`config.mk`:
```
export PLATFORM = sky130hd
export DESIGN_NAME = note_sequencer
export DESIGN_NICKNAME = d
export VERILOG_FILES = /design/src/rtl/note_sequencer.sv
export SDC_FILE = /design/constraint.sdc
export NUM_CORES = 1
export LEC_CHECK = 0
export ABC_CLOCK_PERIOD_IN_PS = 1550
export BUFFER_PORTS_ARGS = -buffer_cell sky130_fd_sc_hd__buf_4
export CORE_MARGIN = 2
export CORE_UTILIZATION = 48
export CTS_BUF_LIST = sky130_fd_sc_hd__clkbuf_8
export CTS_CLUSTER_DIAMETER = 150
export DETAILED_ROUTE_END_ITERATION = 10
export PLACE_DENSITY = 0.76
export SKIP_LAST_GASP = 1
export SLEW_MARGIN = 5
export SYNTH_ARGS = -nofsm -noshare
export SYNTH_HDL_FRONTEND = slang
export SYNTH_SLANG_ARGS = --single-unit
```
`constraint.sdc`:
```
create_clock -name clk -period 1.55 [get_ports clk]
set_input_delay 0.155 -clock clk [delete_from_list [all_inputs] [get_ports clk]]
set_output_delay 0.155 -clock clk [all_outputs]
set_load 0.01 [all_outputs]
```
`src/rtl/note_sequencer.sv`:
```
// note_sequencer
//
// Steps through one of two fixed note charts on a beat strobe and emits one
// lane code per step for the note-rendering/judging logic. Supports song
// selection, a per-song chart length, pause/resume, abort and an
// end-of-song pulse.
//
// Parameters:
//   NOTE_W    width of the lane code
//   STEP_W    width of the step index
//   LEN0      song 0 length in steps (1 .. 2**STEP_W)
//   LEN1      song 1 length in steps (1 .. 2**STEP_W)
//   REST_NOTE lane code shown when no chart note is active
//
// Ports:
//   clk         system clock, rising edge
//   rst         asynchronous, active-low reset
//   step_tick   one-cycle beat strobe
//   start       one-cycle pulse, begins playback from IDLE or DONE
//   song_sel    chart select, sampled only when start is accepted
//   pause       one-cycle pulse, suspends playback (PLAY only)
//   resume      one-cycle pulse, continues playback (PAUSE only)
//   abort       one-cycle pulse, returns to IDLE from any state
//   note        current lane code (registered)
//   note_valid  one-cycle pulse when a chart note is emitted
//   step        index of the next step to emit
//   busy        high in PLAY or PAUSE
//   done        one-cycle pulse together with the final note_valid
module note_sequencer #(
  parameter int NOTE_W    = 3,
  parameter int STEP_W    = 8,
  parameter int LEN0      = 16,
  parameter int LEN1      = 24,
  parameter int REST_NOTE = 4
) (
  input  logic              clk,
  input  logic              rst,
  input  logic              step_tick,
  input  logic              start,
  input  logic              song_sel,
  input  logic              pause,
  input  logic              resume,
  input  logic              abort,
  output logic [NOTE_W-1:0] note,
  output logic              note_valid,
  output logic [STEP_W-1:0] step,
  output logic              busy,
  output logic              done
);

  typedef enum logic [1:0] {
    S_IDLE  = 2'd0,
    S_PLAY  = 2'd1,
    S_PAUSE = 2'd2,
    S_DONE  = 2'd3
  } state_t;

  // Last step index of each song, truncated to STEP_W so that a length of
  // exactly 2**STEP_W compares against the all-ones index.
  localparam logic [STEP_W-1:0] LAST0 = STEP_W'(LEN0 - 1);
  localparam logic [STEP_W-1:0] LAST1 = STEP_W'(LEN1 - 1);
  localparam logic [NOTE_W-1:0] REST  = NOTE_W'(REST_NOTE);

  state_t              state_q, state_d;
  logic                song_q,  song_d;
  logic [NOTE_W-1:0]   note_d;
  logic [STEP_W-1:0]   step_d;
  logic                note_valid_d;
  logic                done_d;
  logic [STEP_W-1:0]   last_step;

  // Chart ROM: song 0 plays lane 3 for the first eleven steps then lane 2;
  // song 1 cycles through lanes 0..3.
  function automatic logic [NOTE_W-1:0] chart_note(input logic sel,
                                                   input logic [STEP_W-1:0] k);
    logic [NOTE_W-1:0] n;
    unique case (sel)
      1'b0:    n = (int'(k) < 11) ? NOTE_W'(3) : NOTE_W'(2);
      default: n = NOTE_W'(k[1:0]);
    endcase
    return n;
  endfunction

  assign last_step = song_q ? LAST1 : LAST0;

  // Next-state and next-output decode. Priority when inputs coincide:
  // abort > pause > resume > start > step_tick. Inputs that do not apply to
  // the current state are ignored and do not mask lower-priority ones.
  always_comb begin
    state_d      = state_q;
    song_d       = song_q;
    note_d       = note;
    step_d       = step;
    note_valid_d = 1'b0;
    done_d       = 1'b0;

    if (abort) begin
      state_d = S_IDLE;
      note_d  = REST;
      step_d  = '0;
    end else begin
      unique case (state_q)
        S_IDLE, S_DONE: begin
          note_d = REST;
          if (start) begin
            state_d = S_PLAY;
            song_d  = song_sel;
            step_d  = '0;
          end
        end

        S_PLAY: begin
          if (pause) begin
            state_d = S_PAUSE;
            note_d  = REST;
          end else if (step_tick) begin
            note_d       = chart_note(song_q, step);
            note_valid_d = 1'b1;
            if (step == last_step) begin
              // Final step: the end-of-song pulse rides with this note.
              state_d = S_DONE;
              done_d  = 1'b1;
              step_d  = '0;
            end else begin
              step_d = step + 1'b1;
            end
          end
        end

        S_PAUSE: begin
          note_d = REST;
          if (resume) begin
            state_d = S_PLAY;
          end
        end

        default: begin
          state_d = S_IDLE;
          note_d  = REST;
          step_d  = '0;
        end
      endcase
    end
  end

  always_ff @(posedge clk or negedge rst) begin
    if (!rst) begin
      state_q    <= S_IDLE;
      song_q     <= 1'b0;
      note       <= REST;
      note_valid <= 1'b0;
      step       <= '0;
      done       <= 1'b0;
    end else begin
      state_q    <= state_d;
      song_q     <= song_d;
      note       <= note_d;
      note_valid <= note_valid_d;
      step       <= step_d;
      done       <= done_d;
    end
  end

  assign busy = (state_q == S_PLAY) | (state_q == S_PAUSE);

endmodule

```
==> qor.log, run 1 <==
INFO  global_route   vias_in_the_first_global_route=831
INFO  floorplanning  die_h=46.44um
INFO  placed_design  place_area=1180um2
INFO  clock_tree     cts_buffer_depth=2
INFO  yosys          synth_largest_area_cell=dfrtp_1
INFO  global_route   grt.overflow.total=0
INFO  floorplanning  core.rowCount=15
INFO  floorplanning  starting_density_of_the_core=50.62%
INFO  global_route   grt_max_degree=17
INFO  sta            setup_total_negative_slack=-248.5ps
INFO  floorplanning  floorplan.io_pins=22
INFO  finish         number_of_nets_in_the_finished_design=145
INFO  yosys          synth_sequential_area_ratio=46.45%
INFO  worst_setup_path worst_setup_path_start_kind=flip-flop
INFO  finish         finish.instance_area=1280um2
INFO  global_route   antenna_violations_before_repair=0
INFO  drt            route.detailed.vias_per_inst=5.354
INFO  placed_design  placed_cells_incl_taps=152
INFO  placed_design  gp_routability_congestion=0.8821
INFO  global_route   grt_util_met1=27.52%
INFO  floorplanning  floorplan_core_area=1708um2
INFO  global_route   globalRouteTotalUtil=24.84%
INFO  placed_design  preCtsSetupSlack=-174.6ps
INFO  yosys          synth.avg_cell_area=9.297um2
INFO  clock_tree     clock-root-buffer=clkbuf_8
INFO  clock_tree     cts_buffers=3
INFO  sta            postLayoutSetupSlackWorst=-104.9ps
INFO  power          power_density=1142nW/um2
INFO  worst_setup_path worst_setup_path_end_kind=flip-flop
INFO  worst_setup_path slowest_stage=dfrtp_1
INFO  status         outcome=finished with violations
INFO  hold_path      min-delay-path-class=in -> reg
INFO  yosys          ys_seq_elements=16
INFO  sta            timing.fmax=604.3MHz
INFO  status         violations=negative setup slack
INFO  drt            antenna_violation_net_count_after_detailed_routing=0
INFO  yosys          synth_fp_nets=104
INFO  placed_design  port_buffers=21
INFO  global_route   grt_first_pass_wirelength=3574um
INFO  drt            drt_pre_antenna_iters=4
INFO  worst_setup_path crit_fanout=6
INFO  worst_setup_path critPathArrivalTime=1800ps
INFO  yosys          area_contributors_post_synth=dfrtp_1 43%, nor2_1 7.4%, xor2_1 6.1%
INFO  floorplanning  die-area=2157um2
INFO  global_route   grtUsageMet3=4.706%
INFO  finish         syn_to_layout_area_delta=48.05%
INFO  clock_tree     cts_tree=built
INFO  finish         antenna_cells=0
INFO  sta            maximum_clock_skew_at_final_layout=0.9266ps
INFO  sta            drv_slew=0
INFO  sta            maxSlewHeadroom=79.16%
INFO  finish         share_of_final_layout_standard_cells_stronger_than_drive_strength_1=40.60%
INFO  job            max_cap_viol_count=0
INFO  sta            worst_slew_pin_slew=311.8ps
INFO  clock_tree     cts.sinks=16
INFO  drt            route.final.wire_length=2206um
INFO  sta            min_period=1655ps
INFO  yosys          netlist-cell-type-count=28
INFO  drt            post_drt_wl_per_cell=13.96um
INFO  yosys          ys.warnings.count=0
INFO  clock_tree     clock_latency=250ps
INFO  yosys          mappedNetlistArea=864.6um2
INFO  sta            setup_violations=7
INFO  yosys          post-synth-top-area-fraction=43.42%
INFO  sta            timing.final.hold_violations=0
INFO  floorplanning  die_x=46.44um
INFO  sta            post_route_fraction_of_the_period_consumed_by_the_critical_path=106.8%
INFO  worst_setup_path cp_data_required_time=1690ps
INFO  placed_design  detailedPlacementHpwl=1676um
INFO  power          leakage_power_total=0.6050nW
INFO  drt            dr.first_iter.drc_count=17
INFO  finish         fin_util=74.95%
INFO  worst_setup_path cp_slowest_stage_delay=410ps
INFO  clock_tree     cts.reportedPaths.clkPinSlew=60ps
INFO  clock_tree     cts_max_level=1
INFO  worst_setup_path path_class=reg -> reg
INFO  drt            remaining_drc_errors=0
INFO  sta            grt_setup_unrepaired=yes
INFO  yosys          postSynthCellCount=93
INFO  global_route   globalRouteMet2Util=44.17%
INFO  drt            via_count=846
INFO  power          vdd_ir_drop_max=0.6756mV
INFO  global_route   grt_most_used_layer=met2
INFO  worst_setup_path critical_path.cell_chain=ha_4 > nor2b_4 > a211oi_4 > buf_6 > o211ai_1 > xor2_1 > nor2_1
INFO  finish         instances_no_fill=158
## path summary, 6_finish.rpt
path / start / to / slack [ps] / cells after the start
setup / recovery: state_q[1] / step[6] / -100 / 7
hold / removal: pause / note[0] / 120 / 2
setup reg to reg: state_q[1] / step[6] / -100 / 7
hold reg to reg: note[2] / note[2] / 470 / 2
max in group asynchronous: rst / note[2] / 1010 / 2
min in group asynchronous: rst / note_valid / 300 / 2
## repair_timing
| item | 4_1_cts | 5_1_grt |
|---|---|---|
| buffers inserted | 1 | 0 |
| hold endpoints to repair | 16 | 0 |
| hold buffers | 1 | 0 |
| setup endpoints to repair | 10 | 12 |
| pin swaps | 6 | 0 |
| resized for setup | 7 | 3 |
## synth_stat cells, drive strengths merged
master and n:
nor2 18, dfrtp 15, o21ai 10, nand2 8, inv 6, xor2 6
ha 3, nand3b 3, nor3 3, a211oi 2, a221oi 2, and2 2
nand2b 2, nand3 2, a2111oi 1, a21oi 1, a32oi 1, clkbuf 1
dfstp 1, mux2 1, nor2b 1, o2111ai 1, o211ai 1, o21bai 1
o22a 1
## worst max-delay path: cells and delay by family, from the launching register on
kind                     cells  cell delay [ps]
flip-flops                   1              410
adder cells (fa/ha/maj)      1              290
AO/OA/AOI/OAI                2              280
buffers and inverters        1              130
XOR/XNOR                     1              200
AND/OR/NAND/NOR              2              230
## power breakdown
part	total, mW	internal [mW]	switching (mW)
clock network	0.375	0.226	0.149
logic	0.583	0.299	0.284
registers	0.504	0.462	0.0415
total	1.46	0.987	0.475
## stage by stage
stage / hold WS [ps] / power, mW
6_report: 115.8 / 1.462
4_1_cts: 113.1 / 1.469
5_1_grt: 128.8 / 1.555
2_1_floorplan: -140.6 / 0.8057
3_3_place_gp: 20.94 / 1.024
3_5_place_dp: 23.15 / 1.053
## cell usage in the layout, fill, tap and decap left out, types with 2 or more instances in the layout
cell / count
xor2_1: 6
nor2_1: 16
nor2_2: 2
dfrtp_1: 15
nor3_1: 2
o21ai_0: 7
ha_4: 2
clkbuf_8: 4
nand3_1: 2
buf_4: 35
inv_1: 5
o21ai_1: 3
nand2_1: 8
nand3b_1: 3
and2_1: 2
## metal layers
layer / share of wire, % / routed length [um]
met5: 0 / 0
met4: 2.5 / 56
met3: 3.8 / 84
met2: 53 / 1178
met1: 40 / 886
## logic make-up after synthesis
kind of cell / share of synthesized area, %
muxes: 1.302
buffers and inverters: 3.038
xor gates and xnor gates: 6.078
adders and majority gates: 4.342
AOI/OAI and AO/OA: 18.09
and+or+nand+nor: 20.69
DFF: 46.45
## area by class of cell
cell class              instances  area (um2)
fillers                       129       427.9
multi-input cells              70       485.5
repair buffers                 37       284.0
well taps                      25       31.28
inverters                       6       22.52
flip-flops and latches         16       401.6
clock buffers                   4       55.05
## sequential cells by signal, indices dropped and copies added, names as in the netlist
| register | count |
|---|---|
| state_q | 2 |
| note_valid | 1 |
| done | 1 |
| note | 3 |
| step | 8 |
| song_q | 1 |
Note: power is estimated with default switching activity, not from simulation.
==> inputs of run 2 (changes only) <==
Settings changed: TNS_END_PERCENT from default to 5.
==> run 2 against run 1 <==
Against the previous run: the run still ends with negative setup slack left; sequential cell count is the same; maximum frequency grew 0.19%; worst hold slack gained 2.4 ps; sequential power is essentially flat; global-route usage shrank 0.24 points; clock power is essentially flat; cell area shrank 0.29%; critical path type unchanged; largest cell class unchanged; highest routed layer unchanged.
==> qor.log, run 2 (synthesis results as in run 1) <==
INFO  placed_design  preCtsSetupSlack=-174.6ps
INFO  finish         fillCellCount=131
INFO  power          vdd_ir_drop_max=0.6997mV
INFO  finish         sequential_cell_area=401.6um2
INFO  drt            via_count=842
INFO  placed_design  gp_routability_congestion=0.8821
INFO  sta            setup_violations=8
INFO  worst_setup_path critical_path.cell_chain=ha_4 > nor2b_4 > a211oi_4 > buf_6 > o211ai_1 > xor2_1 > nor2_1
INFO  worst_setup_path worst_setup_path_end_kind=flip-flop
INFO  finish         largest_register_ffs=8
INFO  floorplanning  die-area=2157um2
INFO  floorplanning  floorplan_core_area=1708um2
INFO  power          fin_total_pwr=1.466mW
INFO  finish         biggestRegsByFlops=step: 8 flops, note: 3 flops, state_q: 2 flops
INFO  clock_tree     cts_max_level=1
INFO  worst_setup_path slowest_stage=dfrtp_1
INFO  finish         antenna_cells=0
INFO  sta            timing.fmax=605.4MHz
INFO  floorplanning  die_x=46.44um
INFO  worst_setup_path cp_slowest_stage_delay=410ps
INFO  clock_tree     cts_buffers=3
INFO  clock_tree     cts_buffer_depth=2
INFO  hold_path      min-delay-path-class=in -> reg
INFO  finish         most-common-layout-cells=35 x buf_4, 16 x nor2_1, 15 x dfrtp_1, 9 x o21ai_0, 8 x nand2_1
INFO  drt            antenna_violation_net_count_after_detailed_routing=0
INFO  global_route   grt.overflow.total=0
INFO  sta            worst_slew_pin_slew=353.9ps
INFO  global_route   grt_first_pass_wirelength=3539um
INFO  sta            maxSlewHeadroom=75.80%
INFO  floorplanning  floorplan.io_pins=22
INFO  worst_setup_path path_class=reg -> reg
INFO  worst_setup_path r2r_start=state_q[1]
INFO  status         violations=negative setup slack
INFO  global_route   vias_in_the_first_global_route=826
INFO  global_route   antenna_violations_before_repair=0
INFO  worst_setup_path worst-r2r-setup-slack=-100ps
INFO  drt            route.final.wire_length=2220um
INFO  drt            route.detailed.vias_per_inst=5.329
INFO  floorplanning  starting_density_of_the_core=50.62%
INFO  finish         syn_to_layout_area_delta=47.61%
INFO  power          leakage_power_total=0.6037nW
INFO  sta            drv_slew=0
INFO  sta            hold-worst-slack=118.2ps
INFO  drt            dr.first_iter.drc_count=18
INFO  hold_path      hold_path_end=note[2]
INFO  worst_setup_path worst_setup_path_start_kind=flip-flop
INFO  sta            post_route_fraction_of_the_period_consumed_by_the_critical_path=106.6%
INFO  sta            setup_total_negative_slack=-474.3ps
INFO  worst_setup_path critPathArrivalTime=1790ps
INFO  status         outcome=finished with violations
INFO  finish         final_common_cell=buf_4
INFO  worst_setup_path timing.reg2reg.worst_path_depth=7
INFO  drt            drt_pre_antenna_iters=4
INFO  global_route   globalRouteTotalUtil=24.59%
INFO  worst_setup_path crit_fanout=6
INFO  floorplanning  core.rowCount=15
INFO  finish         number_of_nets_in_the_finished_design=145
INFO  sta            postLayoutSetupSlackWorst=-101.8ps
INFO  drt            post_drt_wl_per_cell=14.05um
INFO  sta            min_period=1652ps
INFO  worst_setup_path cp_data_required_time=1690ps
INFO  placed_design  port_buffers=21
INFO  hold_path      hold_path_depth=2
INFO  clock_tree     cts_tree=built
INFO  global_route   grt_max_degree=17
INFO  finish         share_of_final_layout_standard_cells_stronger_than_drive_strength_1=38.35%
INFO  worst_setup_path crit_start=state_q[1]
INFO  hold_path      worstHoldStart=step_tick
INFO  clock_tree     cts.reportedPaths.clkPinSlew=60ps
INFO  sta            grt_setup_unrepaired=yes
INFO  floorplanning  die_h=46.44um
INFO  clock_tree     clock-root-buffer=clkbuf_8
INFO  finish         multiInputGateArea=481.7um2
INFO  drt            remaining_drc_errors=0
INFO  clock_tree     clock_latency=250ps
INFO  sta            timing.final.hold_violations=0
INFO  power          power_density=1149nW/um2
INFO  placed_design  detailedPlacementHpwl=1676um
INFO  finish         largest_register=step
INFO  clock_tree     cts.sinks=16
INFO  worst_setup_path worstReg2RegEnd=step[6]
INFO  sta            maximum_clock_skew_at_final_layout=1.559ps
INFO  job            max_cap_viol_count=0
==> run 2: power breakdown <==
group / leakage (nW) / total [mW] / switching, mW / internal, mW
clock: 0.0288 / 0.373 / 0.148 / 0.226
sequential: 0.215 / 0.506 / 0.0434 / 0.462
combinational: 0.360 / 0.588 / 0.290 / 0.298
==> run 2: routing by layer <==
layer | track usage (%) | routed length [um]
met4 | 13.14 | 34
met5 | 0 | 0
met1 | 26.78 | 873
met3 | 4.706 | 113
met2 | 44.17 | 1198
==> run 2: worst max-delay path by stage <==
| stage | slack [ps] | cells past startpoint | endpoint |
|---|---|---|---|
| 2_1_floorplan | -40 | 7 | step[4] |
| 3_3_place_gp | -110 | 8 | step[7] |
| 3_5_place_dp | -170 | 8 | step[7] |
| 4_1_cts | -110 | 7 | step[6] |
| 5_1_grt | -170 | 8 | step[6] |
| 6_report | -100 | 7 | step[6] |
==> run 2: per-stage QoR <==
step / area, um2 / cells / util [%]
floorplan: 889.6 / 93 / -
global placement: 1180 / 152 / 69.08
detailed placement: 1180 / 152 / 69.08
CTS: 1266 / 158 / 74.14
global route: 1276 / 158 / 74.73
finish: 1276 / 158 / 74.73
==> run 2: worst max-delay path: cells and delay by family, from the launching register on <==
| family | cells | cell delay, ps |
|---|---|---|
| flip-flops | 1 | 410 |
| adder cells (fa/ha/maj) | 1 | 290 |
| AO/OA/AOI/OAI | 2 | 270 |
| AND/OR/NAND/NOR | 2 | 230 |
| XOR/XNOR | 1 | 190 |
| buffers and inverters | 1 | 140 |
==> run 2: layout make-up <==
type	instances	share of cell area, %
well taps	25	2.451
flip-flops and latches	16	31.47
repair buffers	37	22.25
inverters	6	1.765
multi-input cells	70	37.75
clock buffers	4	4.314
==> run 2: what timing repair did <==
action                     CTS  global route
buffers inserted             1             0
pin swaps                    5             1
gates resized for setup      3             2
hold endpoints to repair    16             0
hold buffers                 1             0
setup endpoints to repair   10            12
